--- src/rtl/codec_cfg_sequencer.sv ---
// WM8731 configuration sequencer: powers up, walks the 9-entry init table through the
// I2C byte-write master with NACK retries, then rewrites volume/mute when user controls change.
module codec_cfg_sequencer #(
    parameter logic [6:0] DEV_ADDR  = 7'h1A,
    parameter int         PWRUP_CYC = 50_000,
    parameter int         GAP_CYC   = 500,
    parameter int         MAX_RETRY = 3
) (
    input  logic        clk_50m,
    input  logic        i_rst,
    input  logic [6:0]  i_hp_vol,
    input  logic        i_mute,
    output logic        o_req,
    output logic [6:0]  o_dev_addr,
    output logic [15:0] o_data,
    input  logic        i_done,
    input  logic        i_nack,
    output logic        o_cfg_done,
    output logic [3:0]  o_status
);

    localparam logic [15:0] PWRUP_LAST  = 16'(PWRUP_CYC - 1);
    localparam logic [15:0] GAP_LAST    = 16'(GAP_CYC - 1);
    localparam logic [3:0]  MAX_RETRY_C = 4'(MAX_RETRY);
    localparam logic [3:0]  LAST_IDX    = 4'd8;
    localparam logic [6:0]  REG_HPVOL   = 7'd2;
    localparam logic [6:0]  REG_DIGPATH = 7'd5;
    localparam logic [3:0]  STATUS_RUN  = 4'hF;
    localparam logic [3:0]  STATUS_ERR  = 4'hE;

    typedef enum logic [2:0] {
        ST_PWRUP,
        ST_ISSUE,
        ST_WAIT,
        ST_GAP,
        ST_RUN,
        ST_ERR
    } state_t;

    state_t      state_r, state_s;
    logic [15:0] cnt_r, cnt_s;
    logic [3:0]  idx_r, idx_s;
    logic [3:0]  retry_r, retry_s;
    logic        req_r, req_s;
    logic [15:0] data_r, data_s;
    logic [6:0]  vol_sh_r, vol_sh_s;
    logic        mute_sh_r, mute_sh_s;
    logic        cfg_done_r, cfg_done_s;
    logic [3:0]  status_r, status_s;

    // Init table word {reg_addr, reg_data} for a given index and current user controls.
    function automatic logic [15:0] entry_word(input logic [3:0] idx, input logic [6:0] vol,
                                               input logic mute);
        logic [15:0] word;
        case (idx)
            4'd0:    word = {7'd15, 9'h000};
            4'd1:    word = {7'd0,  9'h117};
            4'd2:    word = {REG_HPVOL, 9'h100 | {2'b00, vol}};
            4'd3:    word = {7'd4,  9'h012};
            4'd4:    word = {REG_DIGPATH, (mute ? 9'h008 : 9'h000)};
            4'd5:    word = {7'd6,  9'h000};
            4'd6:    word = {7'd7,  9'h002};
            4'd7:    word = {7'd8,  9'h000};
            4'd8:    word = {7'd9,  9'h001};
            default: word = 16'h0000;
        endcase
        return word;
    endfunction

    // Next-state and next-output decode for the sequencer.
    always_comb begin
        state_s    = state_r;
        cnt_s      = cnt_r;
        idx_s      = idx_r;
        retry_s    = retry_r;
        req_s      = req_r;
        data_s     = data_r;
        vol_sh_s   = vol_sh_r;
        mute_sh_s  = mute_sh_r;
        cfg_done_s = cfg_done_r;
        status_s   = status_r;
        case (state_r)
            ST_PWRUP: begin
                if (cnt_r == PWRUP_LAST) begin
                    state_s = ST_ISSUE;
                    cnt_s   = 16'd0;
                end else begin
                    cnt_s = cnt_r + 16'd1;
                end
            end
            ST_ISSUE: begin
                req_s   = 1'b1;
                state_s = ST_WAIT;
                // A retry resends the exact word that was NACKed.
                if (retry_r != 4'd0) begin
                    data_s = data_r;
                end else if (cfg_done_r) begin
                    if (i_mute != mute_sh_r) begin
                        data_s = entry_word(4'd4, i_hp_vol, i_mute);
                    end else begin
                        data_s = entry_word(4'd2, i_hp_vol, i_mute);
                    end
                end else begin
                    data_s = entry_word(idx_r, i_hp_vol, i_mute);
                end
            end
            ST_WAIT: begin
                if (i_done) begin
                    req_s = 1'b0;
                    cnt_s = 16'd0;
                    if (!i_nack) begin
                        retry_s = 4'd0;
                        state_s = ST_GAP;
                        if (data_r[15:9] == REG_HPVOL) begin
                            vol_sh_s = data_r[6:0];
                        end else if (data_r[15:9] == REG_DIGPATH) begin
                            mute_sh_s = data_r[3];
                        end else begin
                            vol_sh_s = vol_sh_r;
                        end
                    end else if (retry_r < MAX_RETRY_C) begin
                        retry_s = retry_r + 4'd1;
                        state_s = ST_GAP;
                    end else begin
                        state_s  = ST_ERR;
                        status_s = STATUS_ERR;
                    end
                end else begin
                    req_s = 1'b1;
                end
            end
            ST_GAP: begin
                if (cnt_r == GAP_LAST) begin
                    cnt_s = 16'd0;
                    if (retry_r != 4'd0) begin
                        state_s = ST_ISSUE;
                    end else if (cfg_done_r) begin
                        state_s = ST_RUN;
                    end else if (idx_r == LAST_IDX) begin
                        state_s    = ST_RUN;
                        cfg_done_s = 1'b1;
                        status_s   = STATUS_RUN;
                    end else begin
                        idx_s    = idx_r + 4'd1;
                        status_s = idx_r + 4'd1;
                        state_s  = ST_ISSUE;
                    end
                end else begin
                    cnt_s = cnt_r + 16'd1;
                end
            end
            ST_RUN: begin
                // Mute has priority in ISSUE; volume is picked up on the next pass.
                if ((i_mute != mute_sh_r) || (i_hp_vol != vol_sh_r)) begin
                    state_s = ST_ISSUE;
                end else begin
                    state_s = ST_RUN;
                end
            end
            ST_ERR: begin
                state_s  = ST_ERR;
                req_s    = 1'b0;
                status_s = STATUS_ERR;
            end
            default: begin
                state_s = ST_PWRUP;
                req_s   = 1'b0;
            end
        endcase
    end

    // State and output registers with synchronous reset.
    always_ff @(posedge clk_50m) begin
        if (i_rst) begin
            state_r    <= ST_PWRUP;
            cnt_r      <= 16'd0;
            idx_r      <= 4'd0;
            retry_r    <= 4'd0;
            req_r      <= 1'b0;
            data_r     <= 16'h0000;
            vol_sh_r   <= 7'd0;
            mute_sh_r  <= 1'b0;
            cfg_done_r <= 1'b0;
            status_r   <= 4'h0;
        end else begin
            state_r    <= state_s;
            cnt_r      <= cnt_s;
            idx_r      <= idx_s;
            retry_r    <= retry_s;
            req_r      <= req_s;
            data_r     <= data_s;
            vol_sh_r   <= vol_sh_s;
            mute_sh_r  <= mute_sh_s;
            cfg_done_r <= cfg_done_s;
            status_r   <= status_s;
        end
    end

    assign o_req      = req_r;
    assign o_data     = data_r;
    assign o_cfg_done = cfg_done_r;
    assign o_status   = status_r;
    assign o_dev_addr = DEV_ADDR;

endmodule

--- config.mk ---
export PLATFORM = sky130hd
export DESIGN_NAME = codec_cfg_sequencer
export DESIGN_NICKNAME = d
export VERILOG_FILES = /design/src/rtl/codec_cfg_sequencer.sv
export SDC_FILE = /design/constraint.sdc
export NUM_CORES = 1
export LEC_CHECK = 0
export ABC_AREA = 1
export BUFFER_PORTS_ARGS = -buffer_cell sky130_fd_sc_hd__buf_2
export CORE_ASPECT_RATIO = 1.25
export CORE_UTILIZATION = 45
export CTS_BUF_LIST = sky130_fd_sc_hd__clkbuf_8
export DETAILED_ROUTE_END_ITERATION = 12
export GPL_ROUTABILITY_DRIVEN = 0
export GPL_TIMING_DRIVEN = 0
export PLACE_DENSITY = 0.73
export SLEW_MARGIN = 20
export SYNTH_ARGS = -nofsm -noshare
export SYNTH_HDL_FRONTEND = slang
export SYNTH_SLANG_ARGS = --single-unit
--- constraint.sdc ---
create_clock -name clk_50m -period 2.1 [get_ports clk_50m]
set_input_delay 0.105 -clock clk_50m [delete_from_list [all_inputs] [get_ports clk_50m]]
set_output_delay 0.105 -clock clk_50m [all_outputs]
set_load 0.02 [all_outputs]
# [Word level (Yosys, flattened, before mapping)]
# Cells that the tools add are included.
[totals] output_inout_bits=29 wordCells=94 ff_bits=57 input_bits=12
[classes] mux=32 n_eq_ne=27 bitwise=5 magnitude_cmp=1 addsub=3 n_reduce_logical=16
[ops] cell="one-hot mux 13 bit (9 select lines)" count=1
[ops] cell="two-way mux 16 bit" count=4
[ops] cell="one-hot mux 16 bit (3 select lines)" count=1
[ops] cell="two-way mux 4 bit" count=10
[ops] cell="two-way mux 3 bit" count=9
[ops] cell="one-hot mux 3 bit (6 select lines)" count=1
[ops] cell="adder 16 x 1 -> 16 bit (second input constant)" count=1
[ops] cell="equality test 16 bit (second input constant)" count=1
[ops] cell="equality test 16 x 9 -> 1 bit (second input constant)" count=1
[ops] cell="equality test 4 x 3 -> 1 bit (second input constant)" count=4
[ops] cell="!= test 2 bit (second input constant)" count=7
[ops] cell="two-way mux 12 bit" count=1
[ops] cell="one-hot mux 4 bit (3 select lines)" count=1
[ops] cell="AND reduction 5 bit" count=2
[ops] cell="AND reduction 3 bit" count=3
[ops] cell="adder 4 x 1 -> 4 bit (second input constant)" count=2
[ops] cell="equality test 4 x 2 -> 1 bit (second input constant)" count=2
[ops] cell="equality test 7 x 2 -> 1 bit (second input constant)" count=1
[ops] cell="equality test 7 x 3 -> 1 bit (second input constant)" count=1
[ops] cell="!= test 7 bit" count=1
[ops] cell="AND reduction 7 bit" count=1
[ops] cell="equality test 3 x 2 -> 1 bit (second input constant)" count=2
[ops] cell="equality test 3 bit (second input constant)" count=2
[ops] cell="nonzero test 3 bit" count=2
[ops] cell="16 further kinds" count=23

# [Longest topological paths before layout]
# Gate-level depths: netlist (run 1).
[depth] ltp_word=6 depth_mapped=12 mapped_depth_nobuf=12

# [Worst setup path before layout (run 1)]
# OpenSTA, ideal clock, no wires.
[synth_path] path_type="reg-to-reg" startpoint="register idx_r[0]" endpoint="register idx_r[1]" n_path_buf=0 setup_slack_ns=0.481 synth_period_minus_slack_ns=1.619 stages_incl_launch_ff=9 t_arrival_ns=1.506 required_ns=1.987 path_cell_list="dfxtp_1 -> inv_1 -> ha_1 -> nand3_1 -> nand2_1 -> nor4_4 -> nand2_1 -> nand2_1 -> nor2_1"
[synth_via] elab_chain_cells=3
[synth_lines] item="from (decl)" line="42" text="logic [3:0] idx_r, idx_s;"
[synth_lines] item="from (signal assigned)" line="188" text="idx_r <= idx_s;"
[synth_lines] item="branches (longest 3 deep; another with adder 4 x 1 -> 4 bit)"
# Parallel ways; which one is timed is not known.
# A chain may end at the register's enable or synchronous reset.

# [Worst setup path in the final report (run 1)]
# Same ends and word-level chain as after synthesis.

==> results of run 1 <==
## report_power, final
part           internal (mW)  switching [mW]
combinational         0.0401          0.0625
sequential              1.01         0.00402
clock                  0.384           0.335
total                   1.43           0.401
## worst min-delay path by stage
stage,start,to,slack [ns],cells after the start
finish,i_hp_vol[4],o_data[4],0.06,3
floorplan,i_hp_vol[0],o_data[0],0.26,2
global route,i_hp_vol[5],o_data[5],0.08,3
global placement,i_hp_vol[4],o_data[4],0.39,3
CTS,i_hp_vol[0],o_data[0],0.06,3
detailed placement,i_hp_vol[0],o_data[0],0.39,3
## logic make-up after synthesis
| kind of cell | after synthesis |
|---|---|
| other | 2 |
| DFF | 53 |
| and+or+nand+nor | 222 |
| xor gates and xnor gates | 11 |
| adders and majority gates | 7 |
| AOI/OAI and AO/OA | 62 |
| buffers and inverters | 83 |
## Yosys cell counts, drive strengths merged, types with 4 or more instances
cell type | n | area (um^2)
nand3 | 27 | 158
nand2 | 86 | 343
o21ai | 20 | 100
or2 | 4 | 25.0
nor2 | 71 | 322
clkbuf | 4 | 15.0
xnor2 | 10 | 87.6
a21oi | 26 | 134
a211oi | 5 | 37.5
buf | 15 | 109
ha | 7 | 87.6
dfxtp | 53 | 1060
inv | 64 | 240
nor3 | 18 | 95.1
nand4 | 11 | 75.1
## placed cells by master (no fill, tap or decap), drive strengths merged
cell	instances
xnor2	10
ha	7
xor2	1
o21ai	20
nand3	27
or2	4
bufinv	1
a221oi	3
buf	44
dfxtp	53
nand4	11
nor3b	2
a31oi	3
nor2	71
o22ai	1
and3	1
conb	11
o211ai	1
o2111ai	1
a21oi	26
nor3	18
inv	65
nor4	2
nand2	86
a211oi	5
a21boi	1
clkbuf	10
a31o	1
## through the flow
step	util	setup WS (ns)	hold slack [ns]	instance area, um^2
after floorplan	-	0.481	0.257	3070
after global placement	0.510	0.200	0.388	3330
after detailed placement	0.510	0.189	0.391	3330
after CTS	0.528	0.182	0.0609	3440
after global routing	0.528	0.0195	0.0827	3440
final	0.528	0.261	0.0637	3440
## layer usage
metal | vias to the layer above | GRT usage
met4 | 0 | 0.0694
li1 | 1486 | -
met2 | 48 | 0.375
met5 | - | 0
met1 | 1282 | 0.229
met3 | 9 | 0.0333
## area by class of cell
class	instances	share of cell area
Sequential cell	53	0.308
Tap cell	87	0.0316
Timing Repair Buffer	29	0.0422
Buffer	19	0.0360
Clock buffer	6	0.0240
Multi-Input combinational cell	313	0.478
Inverter	64	0.0698
Clock inverter	2	0.00981
## critical path: cells and delay by family (launching register included)
kind	cells	cell delay, ns
buffers and inverters	1	0.10
DFF	1	0.46
and+or+nand+nor	6	0.91
adders and majority gates	1	0.26
## state kept, by name, summed over array words and instances, names as in the netlist
name / flops
cnt_r: 16
o_data: 12
vol_sh_r: 7
idx_r: 4
o_status: 4
retry_r: 4
state_r: 3
mute_sh_r: 1
o_cfg_done: 1
o_req: 1
==> key figures, run 1 <==
Placed design
  • Cell Count Post-Placement: 565
  • DP Wirelength: 5150 um
  • Port-buffer cells: 29

Die
  • Core Region: 0.00652 mm^2
  • Chip height: 93.9 um
  • Die width: 75.5 um
  • Die area: 0.00709 mm^2
  • Top Ports: 41
  • Initial Util: 0.466
  • Row count: 33

Setup path
  • Worst endpoint data arrival time: 2.05 ns
  • CP Cell Sequence: inv_1 -> ha_1 -> nand3_1 -> nand2_1 -> nor4_4 -> nand2_1 -> nand2_1 -> nor2_1
  • Startpoint Class: flop
  • Slack of the worst reg-to-reg path: 0.26 ns
  • Slowest stage delay, CP: 0.46 ns
  • CP max stage cell: dfxtp_1
  • Worst Reg2Reg Path Length in Cells: 8
  • R2R Path Start: idx_r[0]
  • Kind of end point of the critical path: flop
  • CP Max Fanout: 8
  • Top cell by count, worst path: nand2_1
  • Worst setup endpoint: idx_r[1]
  • Worst path required time: 2.31 ns
  • Setup crit start: idx_r[0]
  • R2r endpoint: idx_r[1]
  • Crit Path Class: flop to flop

CTS
  • Post-CTS Setup Inserts: 0
  • Cts bufs inserted: 5
  • Worst-Skew Late Latency: 0.31 ns
  • Htree depth: 2
  • Cts hold-fix bufs: 0
  • Clk buf depth: 2
  • Post-CTS sizing: 0
  • Root Buffer: clkbuf_8
  • Clock slew at reported path FFs: 0.09 ns
  • CTS tree: built
  • Clk sinks: 53

Detailed routing
  • First-pass DRT Iterations: 5
  • # DRC: 0
  • DR top layer: met4
  • Via count: 2,825
  • Drt initial violations: 130
  • Met1 WL: 2900 um
  • Final ANT Viol Nets: 0
  • Vias/cell: 4.93
  • Wire length on met3: 201 um
  • Routed WL: 6640 um
  • Wire per inst: 11.6 um
  • Met2 WL: 3420 um

Timing
  • RSZ-0062 raised after global routing: false
  • FMAX: 0.544 GHz
  • Clock Skew: 0.00610 ns
  • Slew Limit Fails: 0
  • Post-layout min period: 1.84 ns
  • Hold Fails Final Rpt: 0
  • Tcrit/Tclk final: 0.876
  • Post-Route Setup TNS: 0 ns
  • Setup violations, final: 0
  • Slew margin rel.: 0.642
  • Worst slew pin tran: 0.537 ns

Logic synthesis
  • Top FF cell, synth: dfxtp_1
  • Register bit count reported by yosys: 53
  • Ys Warns: 0
  • Avg Cell Area, Syn: 6.90 um^2
  • EDFF count, synth: 0
  • Compound-gate portion of the synthesized area: 0.117
  • Mapped cell area: 0.00304 mm^2
  • Synth Area in Adders: 0.0288
  • Synth cell types: 41
  • XOR/XNOR Fraction of Synth Area: 0.0317
  • Register area share after synthesis: 0.349
  • Async S/R FF share, synth: 0
  • Mux contribution to synthesized area: 0
  • Largest family of logic cells by synthesized area: simple AND/OR/NAND/NOR gates
  • Gate count of the mapped netlist: 440
  • Post-Synth Simple-Gate Area: 0.351

Global route
  • Number of global-route vias before repair: 2,643
  • Largest net degree at the start of global routing: 16
  • GRT Overall Usage: 0.203
  • First-pass GRT wire length: 11,200 um
  • Initial antenna violation count: 0
  • Total congestion overflow: 0

Final layout
  • Final #Nets: 504
  • Area of the multi-input gates: 0.00165 mm^2
  • Layout cell share with drive strength beyond 1: 0.171
  • Fillers: 661
  • P&R area growth vs syn: 13.3%
  • Reg area: 0.00106 mm^2
  • ANT cells: 0
  • Finished Layout Cells: 573

Power and ir drop
  • Peak VDD IR: 359 uV
  • PD cells: 533 mW/mm^2
  • Power Total: 1.83 mW
  • Leakage Power: 1.45 nW

Hold path
  • Min-delay worst type: input port to flop

Run
  • Max-cap viol count: 0

Outcome
  • Status: complete, no violations
Power figures use the tool's default switching activity.
==> run 2, diff against run 1 <==
--- a/config.mk
+++ b/config.mk
@@ -5,7 +5,6 @@
 export SDC_FILE = /design/constraint.sdc
 export NUM_CORES = 1
 export LEC_CHECK = 0
-export ABC_AREA = 1
 export BUFFER_PORTS_ARGS = -buffer_cell sky130_fd_sc_hd__buf_2
 export CORE_ASPECT_RATIO = 1.25
 export CORE_UTILIZATION = 45
==> key figures, run 2 <==
Setup path
  • CP top delay family: simple AND/OR/NAND/NOR gates
  • CP Cell Sequence: nand4bb_4 -> or3_1 -> or4b_1 -> buf_6 -> mux2i_1 -> nor2_1
  • Worst Reg2Reg Path Length in Cells: 6 (-2)
  • Crit Path Class: flop to flop
  • CP Max Fanout: 7 (-1)
  • Crit. path cell count: 6 (-2)
  • WP buf/inv: 1 (unchanged)
  • CP max stage cell: or4b_1
  • Worst endpoint data arrival time: 2.17 ns (+0.12 ns)
  • Worst path required time: 2.28 ns (-0.03 ns)
  • Startpoint Class: flop
  • Slowest stage delay, CP: 0.49 ns (+0.03 ns)
  • Kind of end point of the critical path: flop

Logic synthesis
  • Ys Warns: 0 (unchanged)
  • Top FF cell, synth: dfxtp_1
  • Register bit count reported by yosys: 53 (unchanged)
  • Gate count of the mapped netlist: 342 (-22%)
  • Avg Cell Area, Syn: 8.38 um^2 (+21%)
  • EDFF count, synth: 0 (unchanged)
  • Synth cell types: 54 (+32%)
  • Async S/R FF share, synth: 0 (unchanged)
  • Yosys top cell area share: 0.370 (+0.0210)
  • Register area share after synthesis: 0.370 (+0.0210)
  • Synth area leader: dfxtp_1
  • Most frequent cell after synthesis: dfxtp_1
  • Mapped cell area: 0.00287 mm^2 (-5.7%)
  • Commonest cells in the synthesized netlist: dfxtp_1 (53), nor2_1 (47), nand2_1 (22)
  • Area contributors post-synth: dfxtp_1 (37%), nor2_1 (6.2%), xor2_1 (4.3%)

Timing
  • Clock Skew: 0.0140 ns (+0.00794 ns)
  • RSZ-0062 raised after global routing: false
  • Hold_ws: 0.0505 ns (-0.0132 ns)
  • Tcrit/Tclk final: 0.946 (+0.0707)
  • Slew margin rel.: 0.494 (-0.148)
  • Slew Limit Fails: 0 (unchanged)
  • Post-Route Setup TNS: 0 ns (unchanged)
  • Hold Fails Final Rpt: 0 (unchanged)
  • Post-layout min period: 1.99 ns (+0.149 ns)
  • Post-route setup slack: 0.112 ns (-0.149 ns)
  • Setup violations, final: 0 (unchanged)
  • Worst slew pin tran: 0.757 ns (+0.220 ns)
  • FMAX: 0.503 GHz (-7.5%)

Die
  • Initial Util: 0.465 (-0.000978)
  • Die width: 73.4 um (-2.8%)
  • Row count: 32 (-3.0%)
  • Core Region: 0.00617 mm^2 (-5.5%)
  • Chip height: 91.2 um (-2.8%)
  • Die area: 0.00669 mm^2 (-5.5%)
  • Top Ports: 41 (unchanged)

Global route
  • Number of global-route vias before repair: 2,392 (-9.5%)
  • Initial antenna violation count: 0 (unchanged)
  • Met1 Usage GRT: 0.239 (+0.00978)
  • GRT Max-Usage Layer: met2
  • First-pass GRT wire length: 10,700 um (-4.5%)
  • Global Route met3 Usage: 0.0344 (+0.00114)
  • Total congestion overflow: 0 (unchanged)
  • Met2 usage: 0.347 (-0.0278)
  • GRT Overall Usage: 0.201 (-0.00284)
  • Largest net degree at the start of global routing: 16 (unchanged)

CTS
  • Root Buffer: clkbuf_8
  • Clk sinks: 53 (unchanged)
  • CTS tree: built
  • Htree depth: 2 (unchanged)
  • Post-CTS Setup Inserts: 0 (unchanged)
  • Clock slew at reported path FFs: 0.10 ns (about the same)
  • Clk buf depth: 2 (unchanged)
  • Worst-Skew Late Latency: 0.31 ns (about the same)
  • Cts bufs inserted: 5 (unchanged)
  • Cts hold-fix bufs: 0 (unchanged)

Power and ir drop
  • Leakage Power: 1.35 nW (-7.0%)
  • Peak VDD IR: 384 uV (+7.1%)
  • Register share of total power: 0.610 (+0.058)
  • Clock group share of total power: 0.328 (-0.064)
  • PD cells: 508 mW/mm^2 (-4.7%)
  • Int Pwr: 1.27 mW (-11%)
  • Comb pwr share: 0.062 (+0.006)
  • NetSw: 0.389 mW (-3.2%)
  • Switching Fraction: 0.234 (+0.0149)

Detailed routing
  • Via count: 2,501 (-11%)
  • Drt initial violations: 148 (+14%)
  • Vias/cell: 5.30 (+7.5%)
  • # DRC: 0 (unchanged)
  • Wire per inst: 13.3 um (+15%)
  • Final ANT Viol Nets: 0 (unchanged)
  • First-pass DRT Iterations: 4 (-1)
  • Routed WL: 6270 um (-5.6%)

Outcome
  • Status: complete, no violations

Final layout
  • Register with the most flip-flops: cnt_r
  • Design Area, Final: 0.00327 mm^2 (-4.9%)
  • ANT cells: 0 (unchanged)
  • Layout cell share with drive strength beyond 1: 0.173 (+0.00234)
  • Layout Utilization: 0.531 (+0.00323)
  • Final #Nets: 405 (-20%)
  • Most frequent cells in the layout: dfxtp_1 (53), nor2_1 (47), buf_2 (30)
  • P&R area growth vs syn: 14.2%
  • Commonest non-fill, non-tap cell in the layout: dfxtp_1
  • Max reg flops: 16 (unchanged)

Placed design
  • Port-buffer cells: 29 (unchanged)
  • Placed Area: 0.00315 mm^2 (-5.3%)
  • Place WS: -0.0490 ns (-0.238 ns)
  • DP Wirelength: 4750 um (-7.8%)

Hold path
  • Min-delay worst type: input port to flop
  • Hold path cells: 2 (-1)

Run
  • Max-cap viol count: 0 (unchanged)
-- run 2: final timing paths --
| check | slack, ns | endpoint | start |
|---|---|---|---|
| worst max register to register | 0.11 | vol_sh_r[2] | state_r[0] |
| worst max-delay path | 0.11 | vol_sh_r[2] | state_r[0] |
| worst min register to register | 0.47 | o_status[2] | o_status[2] |
| worst min-delay path | 0.05 | o_status[3] | i_rst |
-- run 2: layer usage --
metal / routed length [um] / vias up
li1: - / 1277
met1: 2780 / 1160
met2: 3120 / 51
met3: 213 / 13
met4: 161 / 0
met5: 0 / -
-- run 2: kinds of logic after synthesis --
| family | synth area share |
|---|---|
| AND/OR/NAND/NOR | 0.266 |
| AO/OA/AOI/OAI | 0.147 |
| flip-flops | 0.370 |
| buffers and inverters | 0.0686 |
| XOR/XNOR | 0.0795 |
| multiplexers | 0.0349 |
| adder cells (fa/ha/maj) | 0.0306 |
| other | 0.00262 |
-- run 2: repair_timing --
action                     4_1_cts  5_1_grt
resized for setup                2        7
setup endpoints to repair        6       28
gates cloned                     0        0
-- run 2: power by group through the flow --
| stage | Clock, mW | Sequential (mW) | Combinational [mW] |
|---|---|---|---|
| after floorplan | 0 | 1.04 | 0.0685 |
| after global placement | 0 | 1.04 | 0.0999 |
| after detailed placement | 0 | 1.04 | 0.101 |
| after CTS | 0.568 | 1.01 | 0.102 |
| after global routing | 0.609 | 1.02 | 0.112 |
| final | 0.546 | 1.01 | 0.103 |
-- run 2: through the flow --
step           cells  power [mW]
3_5_place_dp     465        1.14
3_3_place_gp     465        1.14
5_1_grt          472        1.74
2_1_floorplan    351        1.11
6_report         472        1.66
4_1_cts          473        1.68
-- run 2: final cells by class --
class                   count  area [um^2]
multi-input cells         261         1680
flip-flops and latches     53         1060
plain buffers              26          158
clock buffers               5         68.8
clock inverters             3         13.8
inverters                  10         37.5
well taps                  85          106
fillers                   618         2890
repair buffers             29          145
==> run 3, diff against run 2 <==
--- a/config.mk
+++ b/config.mk
@@ -8,11 +8,10 @@
 export BUFFER_PORTS_ARGS = -buffer_cell sky130_fd_sc_hd__buf_2
 export CORE_ASPECT_RATIO = 1.25
 export CORE_UTILIZATION = 45
-export CTS_BUF_LIST = sky130_fd_sc_hd__clkbuf_8
 export DETAILED_ROUTE_END_ITERATION = 12
 export GPL_ROUTABILITY_DRIVEN = 0
 export GPL_TIMING_DRIVEN = 0
-export PLACE_DENSITY = 0.73
+export PLACE_DENSITY = 0.76
 export SLEW_MARGIN = 20
 export SYNTH_ARGS = -nofsm -noshare
 export SYNTH_HDL_FRONTEND = slang
==> constraint.sdc (replaced) <==
create_clock -name clk_50m -period 1.6 [get_ports clk_50m]
set_input_delay 0.08 -clock clk_50m [delete_from_list [all_inputs] [get_ports clk_50m]]
set_output_delay 0.08 -clock clk_50m [all_outputs]
set_load 0.02 [all_outputs]
==> key figures, run 3 (synthesized netlist as in run 2, its figures left out) <==
Outcome
  • Status: finished with violations
  • Failing checks: negative setup slack

Placed design
  • Place WS: -0.428 ns (-0.379 ns)
  • Placed Area: 0.00322 mm^2 (+2.1%)
  • DP Wirelength: 4960 um (+4.3%)
  • Port-buffer cells: 29 (unchanged)

Detailed routing
  • Vias/cell: 5.48 (+3.4%)
  • # DRC: 0 (unchanged)
  • Routed WL: 7810 um (+25%)
  • Wire per inst: 15.6 um (+17%)
  • First-pass DRT Iterations: 4 (unchanged)
  • Final ANT Viol Nets: 0 (unchanged)
  • Via count: 2,744 (+9.7%)
  • Drt initial violations: 175 (+18%)

Timing
  • Slew Limit Fails: 0 (unchanged)
  • Post-Route Setup TNS: -3.08 ns (-3.08 ns)
  • Setup violations, final: 14 (+14)
  • Post-layout min period: 1.93 ns (-0.0613 ns)
  • RSZ-0062 raised after global routing: true
  • Slew margin rel.: 0.567 (+0.0732)
  • Hold Fails Final Rpt: 0 (unchanged)
  • Post-route setup slack: -0.326 ns (-0.439 ns)
  • Tcrit/Tclk final: 1.20 (+0.257)
  • Clock Skew: 0.0103 ns (-0.00377 ns)
  • Hold_ws: 0.00820 ns (-0.0423 ns)
  • Worst slew pin tran: 0.649 ns (-0.108 ns)
  • FMAX: 0.519 GHz (+3.2%)

CTS
  • Clk sinks: 53 (unchanged)
  • Root Buffer: clkbuf_8
  • CTS tree: built
  • Clock slew at reported path FFs: 0.10 ns (about the same)
  • Worst-Skew Late Latency: 0.32 ns (about the same)
  • Cts bufs inserted: 5 (unchanged)
  • Htree depth: 2 (unchanged)
  • Clk buf depth: 2 (unchanged)
  • Cts hold-fix bufs: 0 (unchanged)

Global route
  • GRT Overall Usage: 0.227 (+0.0268)
  • Largest net degree at the start of global routing: 16 (unchanged)
  • First-pass GRT wire length: 11,800 um (+11%)
  • Total congestion overflow: 0 (unchanged)
  • Initial antenna violation count: 0 (unchanged)
  • Number of global-route vias before repair: 2,582 (+7.9%)

Power and ir drop
  • Peak VDD IR: 474 uV (+23%)
  • Leakage Power: 1.60 nW (+18%)
  • PD cells: 620 mW/mm^2 (+22%)

Final layout
  • Max reg flops: 16 (unchanged)
  • Commonest non-fill, non-tap cell in the layout: nor2_1
  • Reg area: 0.00109 mm^2 (+2.8%)
  • Area of the multi-input gates: 0.00201 mm^2 (+20%)
  • Most frequent cells in the layout: nor2_1 (43), buf_4 (39), dfxtp_1 (37)
  • Layout cell share with drive strength beyond 1: 0.385 (+0.211)
  • Design Area, Final: 0.00396 mm^2 (+21%)
  • Layout Utilization: 0.642 (+0.111)
  • ANT cells: 0 (unchanged)
  • Fillers: 513 (-17%)
  • P&R area growth vs syn: 38.1%
  • Final #Nets: 434 (+7.2%)
  • Register with the most flip-flops: cnt_r

Die
  • Die area: 0.00669 mm^2 (unchanged)
  • Initial Util: 0.465 (unchanged)
  • Die width: 73.4 um (unchanged)
  • Top Ports: 41 (unchanged)
  • Chip height: 91.2 um (unchanged)
  • Core Region: 0.00617 mm^2 (unchanged)
  • Row count: 32 (unchanged)

Setup path
  • CP Cell Sequence: nand4bb_4 -> or3_4 -> or4b_4 -> mux2i_1 -> nor2_1
  • CP max stage cell: or4b_4
  • Slowest stage delay, CP: 0.60 ns (+0.11 ns)
  • Startpoint Class: flop
  • CP Max Fanout: 7 (unchanged)
  • WP buf/inv: 0 (-1)
  • Kind of end point of the critical path: flop
  • CP top delay family: simple AND/OR/NAND/NOR gates
  • Worst path required time: 1.80 ns (-0.48 ns)
  • Crit Path Class: flop to flop
  • Worst endpoint data arrival time: 2.12 ns (-0.05 ns)

Run
  • Max-cap viol count: 0 (unchanged)

Hold path
  • Min-delay worst type: input port to flop
## run 3: cell count changes in the layout (fill, tap and decap cells not counted), sizes merged
| cell | before | now |
|---|---|---|
| buf | 44 | 77 |
| clkbuf | 16 | 14 |
| clkinv | 2 | 0 |
| bufinv | 0 | 1 |
| inv | 11 | 10 |
## run 3: layout make-up
cell class                      count  share of cell area
Multi-Input combinational cell    261               0.509
Sequential cell                    53               0.276
Timing Repair Buffer               62               0.108
Buffer                             22              0.0408
Tap cell                           85              0.0269
Clock buffer                        7              0.0218
Inverter                           10              0.0108
Clock inverter                      1             0.00759
## run 3: path summary, 6_finish.rpt
check	cells after the start	slack [ns]	start	to
worst max register to register	5	-0.33	state_r[0]	vol_sh_r[6]
worst min register to register	2	0.47	o_status[1]	o_status[1]
worst min-delay path	2	0.008	i_rst	o_status[3]
worst max-delay path	5	-0.33	state_r[0]	vol_sh_r[6]
## run 3: metrics by stage
| stage | cells | total power, mW |
|---|---|---|
| after floorplan | 351 | 1.45 |
| after global placement | 465 | 1.50 |
| after detailed placement | 465 | 1.50 |
| after CTS | 486 | 2.45 |
| after global routing | 501 | 2.53 |
| final | 501 | 2.45 |
## run 3: power by group
part           internal [mW]  switching, mW  total (mW)
Combinational         0.0681         0.0949       0.163
Sequential              1.32        0.00869        1.33
Clock                  0.511          0.453       0.964
## run 3: per-layer routing
layer | wire length, um | GRT usage
met5 | 0 | 0
met4 | 291 | 0.109
met3 | 349 | 0.0422
met2 | 4120 | 0.408
met1 | 3060 | 0.250
## run 3: what timing repair did
action,4_1_cts,5_1_grt
endpoints found under the setup margin,46,43
gates cloned,0,1
pin swaps,16,14
buffers inserted,17,16
gates resized for setup,64,37
